**config.mk**
```make
export PLATFORM = sky130hd
export DESIGN_NAME = truth_table_sweeper
export DESIGN_NICKNAME = d
export VERILOG_FILES = /design/src/rtl/truth_table_sweeper.sv
export SDC_FILE = /design/constraint.sdc
export NUM_CORES = 1
export LEC_CHECK = 0
export ABC_AREA = 1
export CORE_UTILIZATION = 47
export CTS_CLUSTER_DIAMETER = 40
export DETAILED_ROUTE_END_ITERATION = 10
export GPL_ROUTABILITY_DRIVEN = 1
export GPL_TIMING_DRIVEN = 1
export MAX_ROUTING_LAYER = met4
export PLACE_DENSITY = 0.73
export SYNTH_ARGS = -nofsm -noshare
export SYNTH_HDL_FRONTEND = slang
export SYNTH_SLANG_ARGS = --single-unit
```
**constraint.sdc**
```tcl
create_clock -name clk -period 1.7 [get_ports clk]
set_input_delay 0.255 -clock clk [delete_from_list [all_inputs] [get_ports clk]]
set_output_delay 0.255 -clock clk [all_outputs]
set_load 0.005 [all_outputs]
```
**src/rtl/truth_table_sweeper.sv**
```systemverilog
// Truth-table sweeper: drives every input row of an N-input gate, samples its output and
// packs/compares a 2^N-bit signature. Optional macro SWEEP_SYNC_EN adds a 2-flop input synchronizer.
module truth_table_sweeper #(
  parameter int N_IN          = 4,
  parameter int SETTLE_CYCLES = 4,
  localparam int W            = 2 ** N_IN
) (
  input  logic            clk,
  input  logic            rst_n,
  input  logic            start,
  input  logic            abort,
  input  logic [W-1:0]    expected,
  output logic [N_IN-1:0] tt_in,
  input  logic            tt_out,
  output logic            busy,
  output logic            done,
  output logic [W-1:0]    signature,
  output logic [W-1:0]    mismatch,
  output logic            pass
);

  localparam int ROW_W = N_IN + 1;
  localparam int CNT_W = (SETTLE_CYCLES < 2) ? 1 : $clog2(SETTLE_CYCLES);

  typedef enum logic [1:0] {IDLE, SETTLE, SAMPLE, DONE} state_t;

  state_t           state_reg, state_next;
  logic [ROW_W-1:0] row_reg;
  logic [CNT_W-1:0] cnt_reg;
  logic [W-1:0]     exp_reg;
  logic [W-1:0]     row_sel;
  logic             sample_bit;
  logic             last_row;
  logic             settle_end;

`ifdef SWEEP_SYNC_EN
  logic sync1_reg, sync2_reg;

  always_ff @(posedge clk or negedge rst_n) begin
    if (!rst_n) begin
      sync1_reg <= 1'b0;
      sync2_reg <= 1'b0;
    end else begin
      sync1_reg <= tt_out;
      sync2_reg <= sync1_reg;
    end
  end

  assign sample_bit = sync2_reg;
`else
  assign sample_bit = tt_out;
`endif

  // One-hot bit position for the current row: row k lands in signature[W-1-k].
  genvar gi;
  generate
    for (gi = 0; gi < W; gi++) begin : g_row_sel
      assign row_sel[gi] = (row_reg == ROW_W'(W - 1 - gi));
    end
  endgenerate

  assign last_row   = (row_reg == ROW_W'(W - 1));
  assign settle_end = (cnt_reg == CNT_W'(SETTLE_CYCLES - 1));

  always_comb begin
    state_next = state_reg;
    case (state_reg)
      IDLE:    if (start && !abort) state_next = SETTLE;
      SETTLE:  if (abort) state_next = IDLE;
               else if (settle_end) state_next = SAMPLE;
      SAMPLE:  if (abort) state_next = IDLE;
               else if (last_row) state_next = DONE;
               else state_next = SETTLE;
      DONE:    state_next = IDLE;
      default: state_next = IDLE;
    endcase
  end

  always_ff @(posedge clk or negedge rst_n) begin
    if (!rst_n) state_reg <= IDLE;
    else        state_reg <= state_next;
  end

  always_ff @(posedge clk or negedge rst_n) begin
    if (!rst_n) begin
      row_reg   <= '0;
      cnt_reg   <= '0;
      exp_reg   <= '0;
      tt_in     <= '0;
      busy      <= 1'b0;
      done      <= 1'b0;
      signature <= '0;
      mismatch  <= '0;
      pass      <= 1'b0;
    end else begin
      done <= 1'b0;
      if (state_reg != IDLE && abort) begin
        // Abort keeps the rows already captured but invalidates the verdict.
        tt_in    <= '0;
        busy     <= 1'b0;
        mismatch <= '0;
        pass     <= 1'b0;
      end else begin
        case (state_reg)
          IDLE: begin
            tt_in <= '0;
            if (start && !abort) begin
              exp_reg   <= expected;
              signature <= '0;
              mismatch  <= '0;
              pass      <= 1'b0;
              row_reg   <= '0;
              cnt_reg   <= '0;
              busy      <= 1'b1;
            end
          end
          SETTLE: cnt_reg <= cnt_reg + CNT_W'(1);
          SAMPLE: begin
            signature <= (signature & ~row_sel) | (row_sel & {W{sample_bit}});
            if (!last_row) begin
              row_reg <= row_reg + ROW_W'(1);
              cnt_reg <= '0;
              tt_in   <= tt_in + N_IN'(1);
            end
          end
          DONE: begin
            done     <= 1'b1;
            mismatch <= signature ^ exp_reg;
            pass     <= (signature == exp_reg);
            busy     <= 1'b0;
            tt_in    <= '0;
          end
          default: ;
        endcase
      end
    end
  end

endmodule

```
==> qor.csv, run 1 <==
stage;metric;value;unit
sta;fin_ws;0.0314;ns
setup_path;rrSetupSlack;0.03;ns
power;p_leak;2.04;nW
synth;syn_area;0.00327;mm2
clock_network;cts_max_level;3;
finish;final_cell_area;0.00439;mm2
die;rows;30;
setup_path;rr_endpoint;row_reg[2]$_DFFE_PN0P_;
detailed_routing;vias;2963;
setup_path;setup.worst_path.end_class;flip-flop;
sta;slew_viol_final;0;
placement;port-buffer-count;59;
synth;synth_top_area_frac;0.490;
setup_path;rr_worst_depth;9;
setup_path;crit_start;state_reg[0]$_DFFE_PN0P_;
placement;place_congestion;0.975;
detailed_routing;avgRoutedWirePerCell;13.3;um
clock_network;clock_latency;0.34;ns
finish;multi_input_area;0.00150;mm2
detailed_routing;drt-initial-drc-count;204;
synth;yosysWarnings;0;
finish;fin_util;0.649;
global_route;grt.total_usage;0.224;
sta;hold_violations;0;
setup_path;path_cells;inv_2, ha_4, inv_6, o21ai_4, nand2_8, nor2_4, nand3_1, nand2_1, nor2_1;
die;die_area;0.00729;mm2
setup_path;critPathRequiredTime;1.93;ns
synth;yosysTopAreaCell;dfrtp_1;
die;die_w;85.4;um
power;pwr-share-clk;0.238;
finish;final_cells;591;
synth;ys_types;27;
clock_network;cts_root_buffer;clkbuf_8;
power;combPwrFrac;0.426;
sta;fmax;0.599;GHz
power;sw_frac_of_total;0.393;
setup_path;crit_family;simple AND/OR/NAND/NOR gates;
finish;n_antenna_cell;0;
clock_network;clockBufferDepth;2;
finish;drive_above_1_share;0.121;
setup_path;reg2reg_from;state_reg[0]$_DFFE_PN0P_;
sta;setup_viol;0;
finish;mostFrequentLayoutCells;nand2_1, dfrtp_1, clkdlybuf4s50_1, o21ai_0, inv_1;
sta;min_period;1.67;ns
finish;area_growth;34.3;%
setup_path;critPathMaxFanout;7;
sta;period_share;0.982;
global_route;grt_max_degree;37;
clock_network;clock-sinks;64;
run_status;status;finished clean;
global_route;grt_pass1_wl;12300;um
finish;fillers;587;
detailed_routing;drt_pass1_iterations;4;
placement;dp_hpwl;5570;um
synth;synthesis.nets;451;
clock_network;cts_tree;done;
power;ir_drop;0.000789;V
sta;rsz0062_at_grt;true;
power;pwr-share-seq;0.336;
detailed_routing;final_antenna_net_count;0;
setup_path;critPathKind;flip-flop to flip-flop;
finish;register_area;0.00160;mm2
placement;place_area;0.00403;mm2
synth;synth_seq_cells;64;
die;start_util;0.484;
synth;syn_avg_cell_area;7.80;um2
clock_network;numCtsBuffers;9;
setup_path;worst_path_largest_cell_delay;0.43;ns
placement;pre_cts_slack;-0.0850;ns
power;power_density;1400;mW/mm2
setup_path;start_kind;flip-flop;
setup_path;path_buf_inv;2;
finish;finalNetCount;538;
synth;synth_area_leaders;dfrtp_1, nand2_1, o21ai_0;
finish;final_common_cell;nand2_1;
detailed_routing;via_per_inst;5.01;
setup_path;crit_slowest_cell;dfrtp_1;
sta;worstMarginPinSlew;0.482;ns
power;p_sw;2.41;mW
power;p_int;3.73;mW
hold_path;hp-class;input pin to async pin;
setup_path;worstPathArrival;1.90;ns
placement;dp.cells;565;
setup_path;path_depth;9;
setup_path;critPathCapture;row_reg[2]$_DFFE_PN0P_;
clock_network;clkTransAtPathRegs;0.07;ns
die;pin_count;60;
power;total_power;6.14;mW
detailed_routing;route.detailed.drc;0;
global_route;grt_pass1_vias;2661;
global_route;grt_overflow;0;
sta;clock_skew;0.00870;ns
synth;seq_area_frac_synth;0.490;
sta;timing.slew.headroom;0.679;
synth;synthCells;419;
die;core;0.00676;mm2
global_route;antenna_found_initial;0;
detailed_routing;wirelength;7850;um
flow_run;maxCapViolCount;0;
die;dieHeight;85.4;um
==> logic make-up after synthesis <==
kind of cell               synth area share
xor gates and xnor gates             0.0161
buffers and inverters                0.0720
AOI/OAI and AO/OA                     0.122
DFF                                   0.490
and+or+nand+nor                       0.258
adders and majority gates            0.0421
==> power by group through the flow <==
stage          Combinational (mW)  Clock [mW]  Sequential [mW]
3_3_place_gp                 2.15           0             2.06
4_1_cts                      2.26        1.48             2.05
2_1_floorplan                1.46           0             2.05
6_report                     2.62        1.46             2.06
5_1_grt                      2.90        1.55             2.10
3_5_place_dp                 2.21           0             2.08
==> per-stage QoR <==
step	TNS, ns	hold WS (ns)
finish	0	0.441
global route	-0.492	0.454
CTS	0	0.454
detailed placement	-0.659	0.290
global placement	0	0.285
floorplan	0	-0.0406
==> per-layer routing <==
| layer | part of all wire | global-route usage | wire length (um) | up-vias |
|---|---|---|---|---|
| met5 | 0 | - | 0 | - |
| met4 | 0.017 | 0.0879 | 131 | 0 |
| met3 | 0.039 | 0.0350 | 303 | 12 |
| met2 | 0.47 | 0.337 | 3710 | 83 |
| met1 | 0.47 | 0.306 | 3710 | 1367 |
| li1 | - | - | - | 1501 |
==> area by class of cell <==
class	count	share of cell area
clock buffer	11	0.0322
clock inverter	5	0.0182
inverter	52	0.0462
multi-input combinational	299	0.342
sequential	64	0.365
tap	80	0.0228
timing repair buffer	80	0.174
==> synthesized netlist by cell type <==
cell	instances
nand2_1	162
nor3_1	1
buf_6	1
a21oi_1	6
nand4_1	1
nor2_1	22
nand3_2	1
clkbuf_1	1
nor2_8	1
nor3b_1	1
o22ai_1	1
buf_2	5
nand2_2	4
o21ai_4	1
o21ai_0	52
o31ai_1	7
inv_2	7
nand3_1	11
xor2_1	1
nor2_4	1
inv_1	45
o211ai_1	1
dfrtp_1	64
ha_1	11
o21ai_1	5
xnor2_1	5
nand2_4	1
==> worst min path at each step <==
stage                                   to         from  slack (ns)
finish                      done$_DFF_PN0_        rst_n        0.44
global route        exp_reg[3]$_DFFE_PN0P_  expected[3]        0.45
CTS                 exp_reg[3]$_DFFE_PN0P_  expected[3]        0.45
detailed placement          done$_DFF_PN0_        rst_n        0.29
global placement            done$_DFF_PN0_        rst_n        0.28
floorplan                 busy$_DFFE_PN0P_        rst_n       -0.04
==> timing repair <==
| item | CTS | global route |
|---|---|---|
| setup endpoints to repair | 1 | 36 |
| setup buffers | 1 | 5 |
| gates resized for setup | 0 | 16 |
| endpoints found under the hold margin | 57 | 0 |
| pin swaps | 1 | 6 |
| hold buffers | 1 | 0 |
| gates cloned | 0 | 3 |
==> worst reg2reg max path, stage by stage, from the launching register on <==
cell,delay (ns)
dfrtp_1,0.43
inv_2,0.11
ha_4,0.17
inv_6,0.07
o21ai_4,0.25
nand2_8,0.11
nor2_4,0.21
nand3_1,0.11
nand2_1,0.08
nor2_1,0.04
No activity file was read; power rests on OpenSTA's default activity.
==> inputs of run 2 (changes only) <==
--- a/config.mk
+++ b/config.mk
@@ -10,7 +10,7 @@
 export CTS_CLUSTER_DIAMETER = 40
 export DETAILED_ROUTE_END_ITERATION = 10
 export GPL_ROUTABILITY_DRIVEN = 1
-export GPL_TIMING_DRIVEN = 1
+export GPL_TIMING_DRIVEN = 0
 export MAX_ROUTING_LAYER = met4
 export PLACE_DENSITY = 0.73
 export SYNTH_ARGS = -nofsm -noshare
==> run 2 against run 1 <==
Compared with the run above: the flow now finishes with violations (hold timing); die area is the same; sequential cell count is the same; worst hold slack lost 0.45 ns; worst setup slack lost 0.014 ns; count of clock-buffer cells in the layout grew 1; sequential share of layout area grew 0.14 points; final area shrank 0.31%; critical path type unchanged; total power shrank 1.7%; first-iteration DRC count shrank 9.3%; register-to-register slack is essentially flat; critical endpoint is now signature[3]$_DFFE_PN0P_; wire length grew 2.0%.
==> qor.csv, run 2 (synthesis gave the netlist of run 1 again) <==
stage;metric;value;unit
run_status;status;complete, but fails checks;
run_status;violations;hold timing;
sta;period_share;0.990;
die;die_area;0.00729;mm2
finish;register_area;0.00160;mm2
global_route;grt_max_degree;65;
clock_network;cts_tree;done;
finish;multi_input_area;0.00151;mm2
setup_path;critPathRequiredTime;1.98;ns
setup_path;reg2reg_from;state_reg[0]$_DFFE_PN0P_;
placement;dp.cells;558;
clock_network;clock_latency;0.34;ns
global_route;grt_overflow;0;
sta;min_period;1.68;ns
finish;drive_above_1_share;0.136;
setup_path;rrSetupSlack;0.02;ns
finish;mostFrequentLayoutCells;nand2_1, dfrtp_1, clkdlybuf4s50_1, o21ai_0, inv_1;
global_route;grt_pass1_vias;2687;
finish;n_antenna_cell;0;
sta;final.setup.tns;0;ns
die;dieHeight;85.4;um
sta;hold_violations;9;
sta;worstMarginPinSlew;0.806;ns
power;p_leak;2.05;nW
finish;final_cells;589;
power;power_density;1380;mW/mm2
global_route;grt_pass1_wl;12800;um
power;ir_drop;0.000652;V
sta;timing.slew.headroom;0.463;
die;core;0.00676;mm2
die;start_util;0.484;
die;pin_count;60;
setup_path;worstPathArrival;1.96;ns
die;rows;30;
setup_path;crit_start;state_reg[0]$_DFFE_PN0P_;
die;die_w;85.4;um
global_route;grt.total_usage;0.233;
detailed_routing;drt_pass1_iterations;4;
detailed_routing;final_antenna_net_count;0;
sta;clock_skew;0.00973;ns
detailed_routing;drt-initial-drc-count;185;
clock_network;clkTransAtPathRegs;0.07;ns
placement;place_congestion;0.896;
finish;final_common_cell;nand2_1;
finish;finalNetCount;536;
detailed_routing;avgRoutedWirePerCell;13.6;um
placement;dp_hpwl;5410;um
clock_network;numCtsBuffers;9;
clock_network;clock-sinks;64;
sta;fmax;0.594;GHz
finish;fillers;564;
global_route;antenna_found_initial;0;
detailed_routing;vias;2991;
detailed_routing;wirelength;8010;um
detailed_routing;route.detailed.drc;0;
clock_network;ctsHoldBuffers;0;
clock_network;clockBufferDepth;2;
clock_network;cts_root_buffer;clkbuf_8;
hold_path;hp-class;input pin to async pin;
setup_path;critPathMaxFanout;6;
clock_network;cts_max_level;3;
flow_run;maxCapViolCount;0;
placement;port-buffer-count;59;
sta;setup_viol;0;
setup_path;setup.worst_path.end_class;flip-flop;
sta;holdWs;-0.0143;ns
detailed_routing;via_per_inst;5.08;
setup_path;critPathKind;flip-flop to flip-flop;
sta;slew_viol_final;0;
setup_path;start_kind;flip-flop;
finish;area_growth;33.9;%
[run 2: layout make-up]
type	count	area share
Multi-Input combinational cell	296	0.344
Tap cell	80	0.0229
Inverter	52	0.0452
Timing Repair Buffer	74	0.162
Sequential cell	64	0.366
Clock buffer	12	0.0378
Clock inverter	4	0.0117
Buffer	7	0.00915
[run 2: worst paths after layout]
kind / to / cells after the start
worst max-delay path: signature[3]$_DFFE_PN0P_ / 9
worst min-delay path: mismatch[13]$_DFFE_PN0P_ / 1
max in group asynchronous: state_reg[1]$_DFFE_PN0P_ / 1
worst min register to register: mismatch[6]$_DFFE_PN0P_ / 2
worst max register to register: signature[3]$_DFFE_PN0P_ / 9
min in group clk: exp_reg[3]$_DFFE_PN0P_ / 3
[run 2: metal layers]
layer  vias up  wire length, um  share of wire  track usage
met3        13              410          0.051       0.0447
met4         0              120          0.015       0.0652
met2        97             3890           0.49        0.367
met5         -                0              0            -
met1      1390             3590           0.45        0.311
li1       1491                -              -            -
[run 2: repair_timing]
| item | 4_1_cts | 5_1_grt |
|---|---|---|
| setup buffers | 3 | 11 |
| cloned | 0 | 1 |
| pin swaps | 1 | 7 |
| resized for setup | 4 | 20 |
| setup endpoints to repair | 21 | 59 |
[run 2: critical path: stages (launching register included)]
cell and delay [ns]:
dfrtp_1 0.43, inv_2 0.13, ha_4 0.17, inv_2 0.08, o21ai_4 0.18, nand2_4 0.13, nor2_8 0.18, buf_2 0.18
nand2_1 0.07, nand2_1 0.07
[run 2: per-stage QoR]
stage           util  setup WS (ns)  total power [mW]  hold slack [ns]  area (um2)
2_1_floorplan      -         0.0742              3.51          -0.0406        3270
3_3_place_gp   0.586          -1.69              4.15            0.462        3960
3_5_place_dp   0.585         -0.188              4.21            0.394        3960
4_1_cts        0.622       -0.00106              5.69           0.0307        4200
5_1_grt        0.647         -0.110              6.45           0.0582        4370
6_report       0.647         0.0176              6.04          -0.0143        4370
[run 2: power by group]
group	internal (mW)	total [mW]	switching, mW
Combinational	1.01	2.57	1.56
Sequential	1.85	2.06	0.210
Clock	0.797	1.40	0.605
Total	3.66	6.04	2.38
==> inputs of run 3 (changes only) <==
==> constraint.sdc (replaced) <==
create_clock -name clk -period 1.7 [get_ports clk]
set_input_delay 0.425 -clock clk [delete_from_list [all_inputs] [get_ports clk]]
set_output_delay 0.425 -clock clk [all_outputs]
set_load 0.005 [all_outputs]
==> run 3 against run 2 <==
Compared with the run above: the flow now finishes without violations; register-to-register slack hardly changed; worst setup slack worse by 0.015 ns; maximum frequency is 0.90% lower; clock power hardly changed; final area is 3.7% higher; non-clock buffer count is 16 higher; final cell count is 2.7% higher; sequential power hardly changed; critical path type is now input pin to flip-flop.
==> qor.csv, run 3 (synthesis gave the netlist of run 1 again) <==
stage;metric;value;unit
sta;holdWs;0.175;ns
sta;setup_viol;0;
clock_network;cts_max_level;3;
finish;area_growth;38.8;%
global_route;grt_overflow;0;
run_status;status;finished clean;
setup_path;cpMostUsedCell;nand2_2;
sta;worstMarginPinSlew;0.801;ns
clock_network;ctsHoldBuffers;0;
clock_network;clkTransAtPathRegs;0.07;ns
detailed_routing;wirelength;8460;um
die;die_w;85.4;um
placement;place_congestion;0.896;
finish;final_cell_area;0.00453;mm2
global_route;grt_pass1_vias;2719;
global_route;antenna_found_initial;0;
power;power_density;1360;mW/mm2
placement;place_area;0.00396;mm2
setup_path;setup.worst_path.end_class;flip-flop;
global_route;grt.total_usage;0.239;
detailed_routing;via_per_inst;5.08;
power;ir_drop;0.000662;V
sta;period_share;0.999;
sta;slew_viol_final;0;
die;die_area;0.00729;mm2
clock_network;numCtsBuffers;9;
setup_path;start_kind;input pin;
finish;mostFrequentLayoutCells;nand2_1, dfrtp_1, o21ai_0, clkdlybuf4s50_1, inv_1;
flow_run;maxCapViolCount;0;
detailed_routing;drt-initial-drc-count;169;
sta;hold_violations;0;
detailed_routing;vias;3075;
setup_path;worstPathArrival;1.95;ns
clock_network;cts_tree;done;
detailed_routing;final_antenna_net_count;0;
finish;n_antenna_cell;0;
finish;final_common_cell;nand2_1;
sta;final.setup.tns;0;ns
detailed_routing;drt_pass1_iterations;4;
clock_network;cts_root_buffer;clkbuf_8;
power;total_power;6.16;mW
setup_path;path_cells;clkdlybuf4s50_1, inv_2, nand2_2, nand2_2, nand2_4, nor2_8, buf_12, nand2_1, o22ai_1;
sta;fmax;0.589;GHz
sta;min_period;1.70;ns
setup_path;crit_slowest_cell;clkdlybuf4s50_1;
setup_path;critPathRequiredTime;1.95;ns
clock_network;clock_latency;0.34;ns
setup_path;worst_path_largest_cell_delay;0.52;ns
global_route;grt_pass1_wl;13000;um
sta;clock_skew;0.0108;ns
die;start_util;0.484;
placement;dp.cells;558;
die;rows;30;
setup_path;critPathKind;input pin to flip-flop;
hold_path;hp-class;input pin to async pin;
sta;timing.slew.headroom;0.466;
placement;port-buffer-count;59;
detailed_routing;avgRoutedWirePerCell;14.0;um
clock_network;clock-sinks;64;
finish;drive_above_1_share;0.168;
clock_network;clockBufferDepth;2;
placement;dp_hpwl;5410;um
detailed_routing;route.detailed.drc;0;
finish;finalNetCount;552;
die;dieHeight;85.4;um
die;pin_count;60;
finish;fillers;548;
power;p_leak;2.31;nW
setup_path;critPathMaxFanout;7;
die;core;0.00676;mm2
global_route;grt_max_degree;65;
finish;final_cells;605;
run 3: cell types whose count changed in the layout (fill, tap and decap cells not counted), moves of 3 or more:
| cell | before | now |
|---|---|---|
| buf_2 | 6 | 3 |
| buf_4 | 14 | 30 |
| clkbuf_4 | 0 | 3 |
| clkdlybuf4s50_1 | 58 | 49 |
| dlymetal6s2s_1 | 0 | 9 |
run 3: final timing paths:
path	startpoint	end	slack (ns)	depth (start not counted)
setup / recovery	abort	row_reg[4]$_DFFE_PN0P_	0.002	9
hold / removal	rst_n	mismatch[13]$_DFFE_PN0P_	0.17	1
setup reg to reg	state_reg[0]$_DFFE_PN0P_	row_reg[4]$_DFFE_PN0P_	0.01	9
hold reg to reg	mismatch[5]$_DFFE_PN0P_	mismatch[5]$_DFFE_PN0P_	0.49	2
max in group asynchronous	rst_n	signature[3]$_DFFE_PN0P_	0.96	1
min in group clk	mismatch[5]$_DFFE_PN0P_	mismatch[5]$_DFFE_PN0P_	0.49	2
run 3: what timing repair did:
item,CTS,global route
gates cloned,0,1
setup endpoints to repair,29,73
buffers inserted,11,19
gates resized for setup,5,34
pin swaps,1,7
run 3: power by group:
part / switching [mW] / total [mW] / internal [mW] / leakage (nW)
clock: 0.614 / 1.41 / 0.798 / 0.109
combinational: 1.61 / 2.68 / 1.07 / 1.35
sequential: 0.209 / 2.06 / 1.85 / 0.857
total: 2.43 / 6.16 / 3.72 / 2.31
run 3: area by class of cell:
| cell class | instances | area, um2 | area share |
|---|---|---|---|
| plain buffers | 7 | 47.5 | 0.0105 |
| flip-flops and latches | 64 | 1600 | 0.354 |
| repair buffers | 90 | 853 | 0.188 |
| multi-input cells | 296 | 1520 | 0.334 |
| well taps | 80 | 100 | 0.0221 |
| clock inverters | 4 | 51.3 | 0.0113 |
| clock buffers | 12 | 165 | 0.0364 |
| inverters | 52 | 198 | 0.0436 |
run 3: critical path, delay by kind of cell:
family / cells / cell delay, ns
AND/OR/NAND/NOR: 5 / 0.58
AO/OA/AOI/OAI: 1 / 0.12
buffers and inverters: 3 / 0.83
run 3: stage by stage:
step / worst slack, ns / utilization
after global placement: -1.86 / 0.586
after detailed placement: -0.358 / 0.585
final: 0.00241 / 0.671
after CTS: -0.00105 / 0.631
after global routing: -0.0914 / 0.671
after floorplan: 0.0742 / -
run 3: per-layer routing:
metal	up-vias	share of wire	global-route usage
li1	1522	-	-
met1	1447	0.45	0.314
met2	93	0.50	0.383
met3	13	0.044	0.0447
met4	0	0.011	0.0652
met5	-	0	-
==> patch 1, RTL diff (flow settings as in run 3) <==
`SETTLE_CYCLES`: 4 -> 8.
--- a/src/rtl/truth_table_sweeper.sv
+++ b/src/rtl/truth_table_sweeper.sv
@@ -2,7 +2,7 @@
 // packs/compares a 2^N-bit signature. Optional macro SWEEP_SYNC_EN adds a 2-flop input synchronizer.
 module truth_table_sweeper #(
   parameter int N_IN          = 4,
-  parameter int SETTLE_CYCLES = 4,
+  parameter int SETTLE_CYCLES = 8,
   localparam int W            = 2 ** N_IN
 ) (
   input  logic            clk,
Check against the original RTL: not equivalent (a bounded check fails within 10 cycles, from zero or initial values and one cycle with rst_n low).
==> patch 1 against run 3 <==
  * Wire length up 1.7%
  * Cell area up 2.1%
  * Power up 4.5%
  * First-iteration DRC count down 18%
  * Global-route usage up 1.1 points
  * Worst setup slack better by 0.0064 ns
  * Synthesized area up 1.2%
  * Sequential cell count up 1
  * Combinational power up 4%
  * Critical endpoint is now signature[1]
==> patch 1: results (changes against run 3) <==
Place
  – DP Worst Slack: -0.3422 ns (+0.01601 ns)
  – Cell total after placement: 581 (+4.1%)
  – Routability cong.: 0.9311 (+3.9%)
  – Hpwl dp: 5734 um (+5.9%)
  – Dpl cell area: 4015 um^2 (+1.5%)

Layout
  – Non-clk bufs: 96 (-1.0%)
  – Layout net count: 559 (+1.3%)
  – Non-clock buffering overhead: 19.19% (-0.67 points)
  – Clock buf/inv share: 4.947% (+0.17 points)
  – Fraction of area in multi-input gates: 33.74% (+0.32 points)
  – FILL cells: 552 (+0.73%)
  – Multi-input logic cell count: 302 (+2.0%)
  – # clk buffers: 13 (+1)

Logic synthesis
  – Synth cell count leaders: nand2_1, dfrtp_1, o21ai_0, inv_1, nor2_1
  – Post-synthesis sequential area ratio: 49.19% (+0.16 points)
  – Syn Nets: 459 (+1.8%)
  – Synthesis-stage register bit count: 65 (+1.6%)
  – Synth cell types: 28 (+3.7%)
  – Ranking of synthesized cells by area: dfrtp_1, nand2_1, o21ai_0, inv_1, ha_1
  – Post-Syn Area per Cell: 7.763 um^2 (-0.44%)

Routing
  – Vias: 3149 (+2.4%)
  – Initial DRC count: 139 (-18%)
  – Pre-antenna DRT Iters: 5 (+1)
  – DR vias/cell: 5.030 (-1.0%)
  – Total Wirelength: 8611 um (+1.7%)

Timing
  – Slew margin rel.: 47.82% (+1.2 points)
  – Clk_skew: 0.008392 ns (-0.002445 ns)
  – Setup ws final: 0.008781 ns (+0.006373 ns)

Worst setup path
  – Critical Path Start: signature[1]
  – Max FO, Critical Path: 3 (-4)
  – R2R Setup Slk: 0.05 ns (+0.04 ns)
  – Worst setup endpoint: signature[1]
  – Worst R2R End: tt_in[1]
  – R2R Path Start: row_reg[3]
  – WP data arrival: 1.27 ns (-0.68 ns)

Floorplanning
  – Die W: 85.88 um (+0.60%)

GRT
  – First-pass GRT wire length: 13770 um (+6.0%)
  – Gr usage total: 25.05% (+1.1 points)
  – Number of global-route vias before repair: 2998 (+10%)
  – Largest net degree at the start of global routing: 66 (+1.5%)

Clock tree
  – H-Tree Depth: 3 (unchanged)

Outcome
  – Status: complete, no violations

Pwr
  – Worst vdd ir: 0.6475 mV (-2.2%)
==> patch 1: cell types whose count changed in the layout (fill, tap and decap cells not counted), sizes merged, moves of 2 or more <==
| cell | run 3 | this run |
|---|---|---|
| buf | 35 | 37 |
| clkdlybuf4s50 | 49 | 56 |
| nand2 | 167 | 172 |
| clkbuf | 16 | 14 |
| a21oi | 6 | 4 |
| nor2 | 24 | 26 |
| dlymetal6s2s | 9 | 2 |
==> patch 1: where the power goes <==
part	leakage (nW)	internal, mW	switching (mW)
logic	1.24	1.17	1.63
registers	0.870	1.88	0.221
clock network	0.116	0.940	0.587
==> patch 1: routing by layer <==
| layer | vias to the layer above | part of all wire (%) | GRT usage [%] |
|---|---|---|---|
| li1 | 1541 | - | - |
| met1 | 1473 | 44 | 31.72 |
| met2 | 107 | 48 | 40.33 |
| met3 | 28 | 4.6 | 3.080 |
| met4 | 0 | 3.1 | 11.52 |
| met5 | - | 0 | - |
==> patch 1: kinds of logic (layout without fill, tap and decap cells) <==
kind of cell | Yosys count | after routing | share of synthesized area (%)
adder cells (fa/ha/maj) | 12 | 12 | 4.540
buffers and inverters | 59 | 163 | 7.113
flip-flops | 65 | 65 | 49.19
AND/OR/NAND/NOR | 213 | 213 | 26.07
XOR/XNOR | 6 | 6 | 1.589
AO/OA/AOI/OAI | 71 | 71 | 11.50
==> patch 1: metrics by stage <==
step / utilization, % / total power [mW]
after global routing: 68.12 / 6.831
after detailed placement: 59.10 / 4.271
after CTS: 65.21 / 6.136
after global placement: 59.13 / 4.181
final: 68.12 / 6.434
after floorplan: - / 3.531
==> patch 1: what timing repair did <==
item / 4_1_cts / 5_1_grt
endpoints found under the setup margin: 52 / 69
buffers inserted: 18 / 11
resized for setup: 10 / 34
gates cloned: 0 / 1
pin swaps: 4 / 9
==> patch 2, RTL diff (flow settings as in run 3) <==
Without the edit above. Register the output `signature` once more, cleared by the reset; this adds one clock of latency there. The other outputs are not delayed to match.
--- a/src/rtl/truth_table_sweeper.sv
+++ b/src/rtl/truth_table_sweeper.sv
@@ -23,6 +23,8 @@
   localparam int CNT_W = (SETTLE_CYCLES < 2) ? 1 : $clog2(SETTLE_CYCLES);
 
   typedef enum logic [1:0] {IDLE, SETTLE, SAMPLE, DONE} state_t;
+
+  logic [W-1:0] signature_s0;
 
   state_t           state_reg, state_next;
   logic [ROW_W-1:0] row_reg;
@@ -89,7 +91,7 @@
       tt_in     <= '0;
       busy      <= 1'b0;
       done      <= 1'b0;
-      signature <= '0;
+      signature_s0 <= '0;
       mismatch  <= '0;
       pass      <= 1'b0;
     end else begin
@@ -106,7 +108,7 @@
             tt_in <= '0;
             if (start && !abort) begin
               exp_reg   <= expected;
-              signature <= '0;
+              signature_s0 <= '0;
               mismatch  <= '0;
               pass      <= 1'b0;
               row_reg   <= '0;
@@ -116,7 +118,7 @@
           end
           SETTLE: cnt_reg <= cnt_reg + CNT_W'(1);
           SAMPLE: begin
-            signature <= (signature & ~row_sel) | (row_sel & {W{sample_bit}});
+            signature_s0 <= (signature_s0 & ~row_sel) | (row_sel & {W{sample_bit}});
             if (!last_row) begin
               row_reg <= row_reg + ROW_W'(1);
               cnt_reg <= '0;
@@ -125,8 +127,8 @@
           end
           DONE: begin
             done     <= 1'b1;
-            mismatch <= signature ^ exp_reg;
-            pass     <= (signature == exp_reg);
+            mismatch <= signature_s0 ^ exp_reg;
+            pass     <= (signature_s0 == exp_reg);
             busy     <= 1'b0;
             tt_in    <= '0;
           end
@@ -136,5 +138,13 @@
     end
   end
 
+  always_ff @(posedge clk or negedge rst_n) begin
+    if (!rst_n) begin
+      signature <= '0;
+    end else begin
+      signature <= signature_s0;
+    end
+  end
+
 endmodule
 
Check against the original RTL: not equivalent (Yosys sat finds a counterexample within 10 cycles, from zero or initial values and one cycle with rst_n low).
==> patch 2 against run 3 <==
  * Cell area rose by 7.3%
  * Synthesized area rose by 12%
  * Wire length fell by 1.3%
  * Power rose by 3.9%
  * Final cell count rose by 0.66%
  * Core utilization fell by 1.1 points
  * Largest power group unchanged
  * Sequential cell count rose by 16
  * Non-clock buffer count fell by 7
  * Worst setup slack improved by 0.025 ns
  * Critical path depth fell by 8
  * Sequential share of layout area rose by 5.8 points
  * Maximum frequency rose by 1.5%
  * Die area rose by 12%
==> patch 2: results (changes against run 3) <==
Outcome
  – Status: complete, no violations

Logic synthesis
  – Synth cell types: 30 (+11%)
  – Ranking of synthesized cells by area: dfrtp_1, nand2_1, inv_1, o21ai_0, ha_1
  – Syn Nets: 446 (-1.1%)
  – Synth cell count leaders: nand2_1, dfrtp_1, inv_1, nor2_1, o21ai_0
  – Post-synthesis sequential area ratio: 54.76% (+5.7 points)
  – Post-Syn Area per Cell: 8.831 um^2 (+13%)

Pwr
  – Internal: 3.977 mW (+6.8%)
  – Combinational share of power: 40.7% (-2.9 points)
  – Switching part of the total: 37.84% (-1.7 points)
  – Leakage: 2.292 nW (-0.80%)
  – Sequential power: 2.46 mW (+19%)
  – Worst vdd ir: 0.8575 mV (+30%)

Clock tree
  – Reg clk slew, reported paths: 0.09 ns (+0.02 ns)

Layout
  – FILL cells: 623 (+14%)
  – Non-filler cells in the finished layout: 609 (+0.66%)
  – Layout net count: 537 (-2.7%)
  – Proportion of layout cells with a drive suffix above 1: 15.49% (-1.3 points)

Routing
  – Initial DRC count: 158 (-6.5%)
  – Vias: 3045 (-0.98%)
  – Routed len/inst: 13.71 um (-2.0%)

GRT
  – First-pass GRT wire length: 14070 um (+8.3%)
  – Number of global-route vias before repair: 2892 (+6.4%)
  – Largest net degree at the start of global routing: 63 (-3.1%)

Timing
  – Clk_skew: 0.01069 ns (-0.0001493 ns)
  – Fin Hold WS: 0.4031 ns (+0.2283 ns)
  – Final Critical Period: 1.672 ns (-0.02546 ns)
  – Worst Tran Pin Value: 0.4603 ns (-0.3408 ns)

Worst setup path
  – WP data arrival: 1.25 ns (-0.70 ns)
  – Max FO, Critical Path: 2 (-5)
  – Critical Path Start: tt_in[2]
  – R2R Setup Slk: 0.05 ns (+0.04 ns)
  – Worst R2R End: pass

Place
  – Cell total after placement: 573 (+2.7%)
  – Hpwl dp: 5915 um (+9.3%)
  – DP Worst Slack: -0.2251 ns (+0.1331 ns)
  – Dpl cell area: 4395 um^2 (+11%)
  – Routability cong.: 0.8769 (-2.2%)

Min path
  – Worst min path class: flop to flop
-- patch 2: changes by cell type after synthesis, sizes merged, moves of 3 or more --
cell / before / now
nor2: 24 / 38
o211ai: 1 / 8
nand2: 167 / 111
dfrtp: 64 / 80
a21oi: 6 / 20
o21ai: 58 / 39
o22ai: 1 / 7
mux2: 0 / 3
-- patch 2: routing by layer --
layer	global-route usage (%)	part of all wire [%]
met5	-	0
met4	5.242	0.71
met3	4.230	3.6
met2	35.50	49
met1	30.46	46
-- patch 2: kinds of logic (layout without fill, tap and decap cells) --
logic type | Yosys count | count (layout) | share of synthesized area (%)
muxes | 3 | 3 | 0.9240
xor gates and xnor gates | 4 | 4 | 0.9584
adders and majority gates | 11 | 11 | 3.764
AOI/OAI and AO/OA | 83 | 83 | 13.24
and+or+nand+nor | 170 | 170 | 19.20
DFF | 80 | 80 | 54.76
buffers and inverters | 63 | 159 | 7.153
-- patch 2: final cells by class --
type	instances	area [um^2]	area share, %
repair buffers	80	795.8	16.35
plain buffers	10	83.83	1.723
clock inverters	6	52.55	1.080
flip-flops and latches	80	2003	41.17
inverters	53	198.9	4.088
well taps	99	123.9	2.546
multi-input cells	271	1470	30.21
clock buffers	10	137.6	2.828
-- patch 2: what timing repair did --
item                                    CTS  global route
hold buffers                              1             0
cloned                                    0             0
hold endpoints to repair                 18             0
endpoints found under the setup margin   41            63
pin swaps                                 3             7
resized for setup                         7            31
buffers inserted                         10             9
-- patch 2: worst reg2reg max path: cells and delay by family (launching register included) --
family / cells / cell delay [ns]
buffers and inverters: 2 / 0.27
and+or+nand+nor: 5 / 0.55
DFF: 1 / 0.45
adders and majority gates: 1 / 0.32
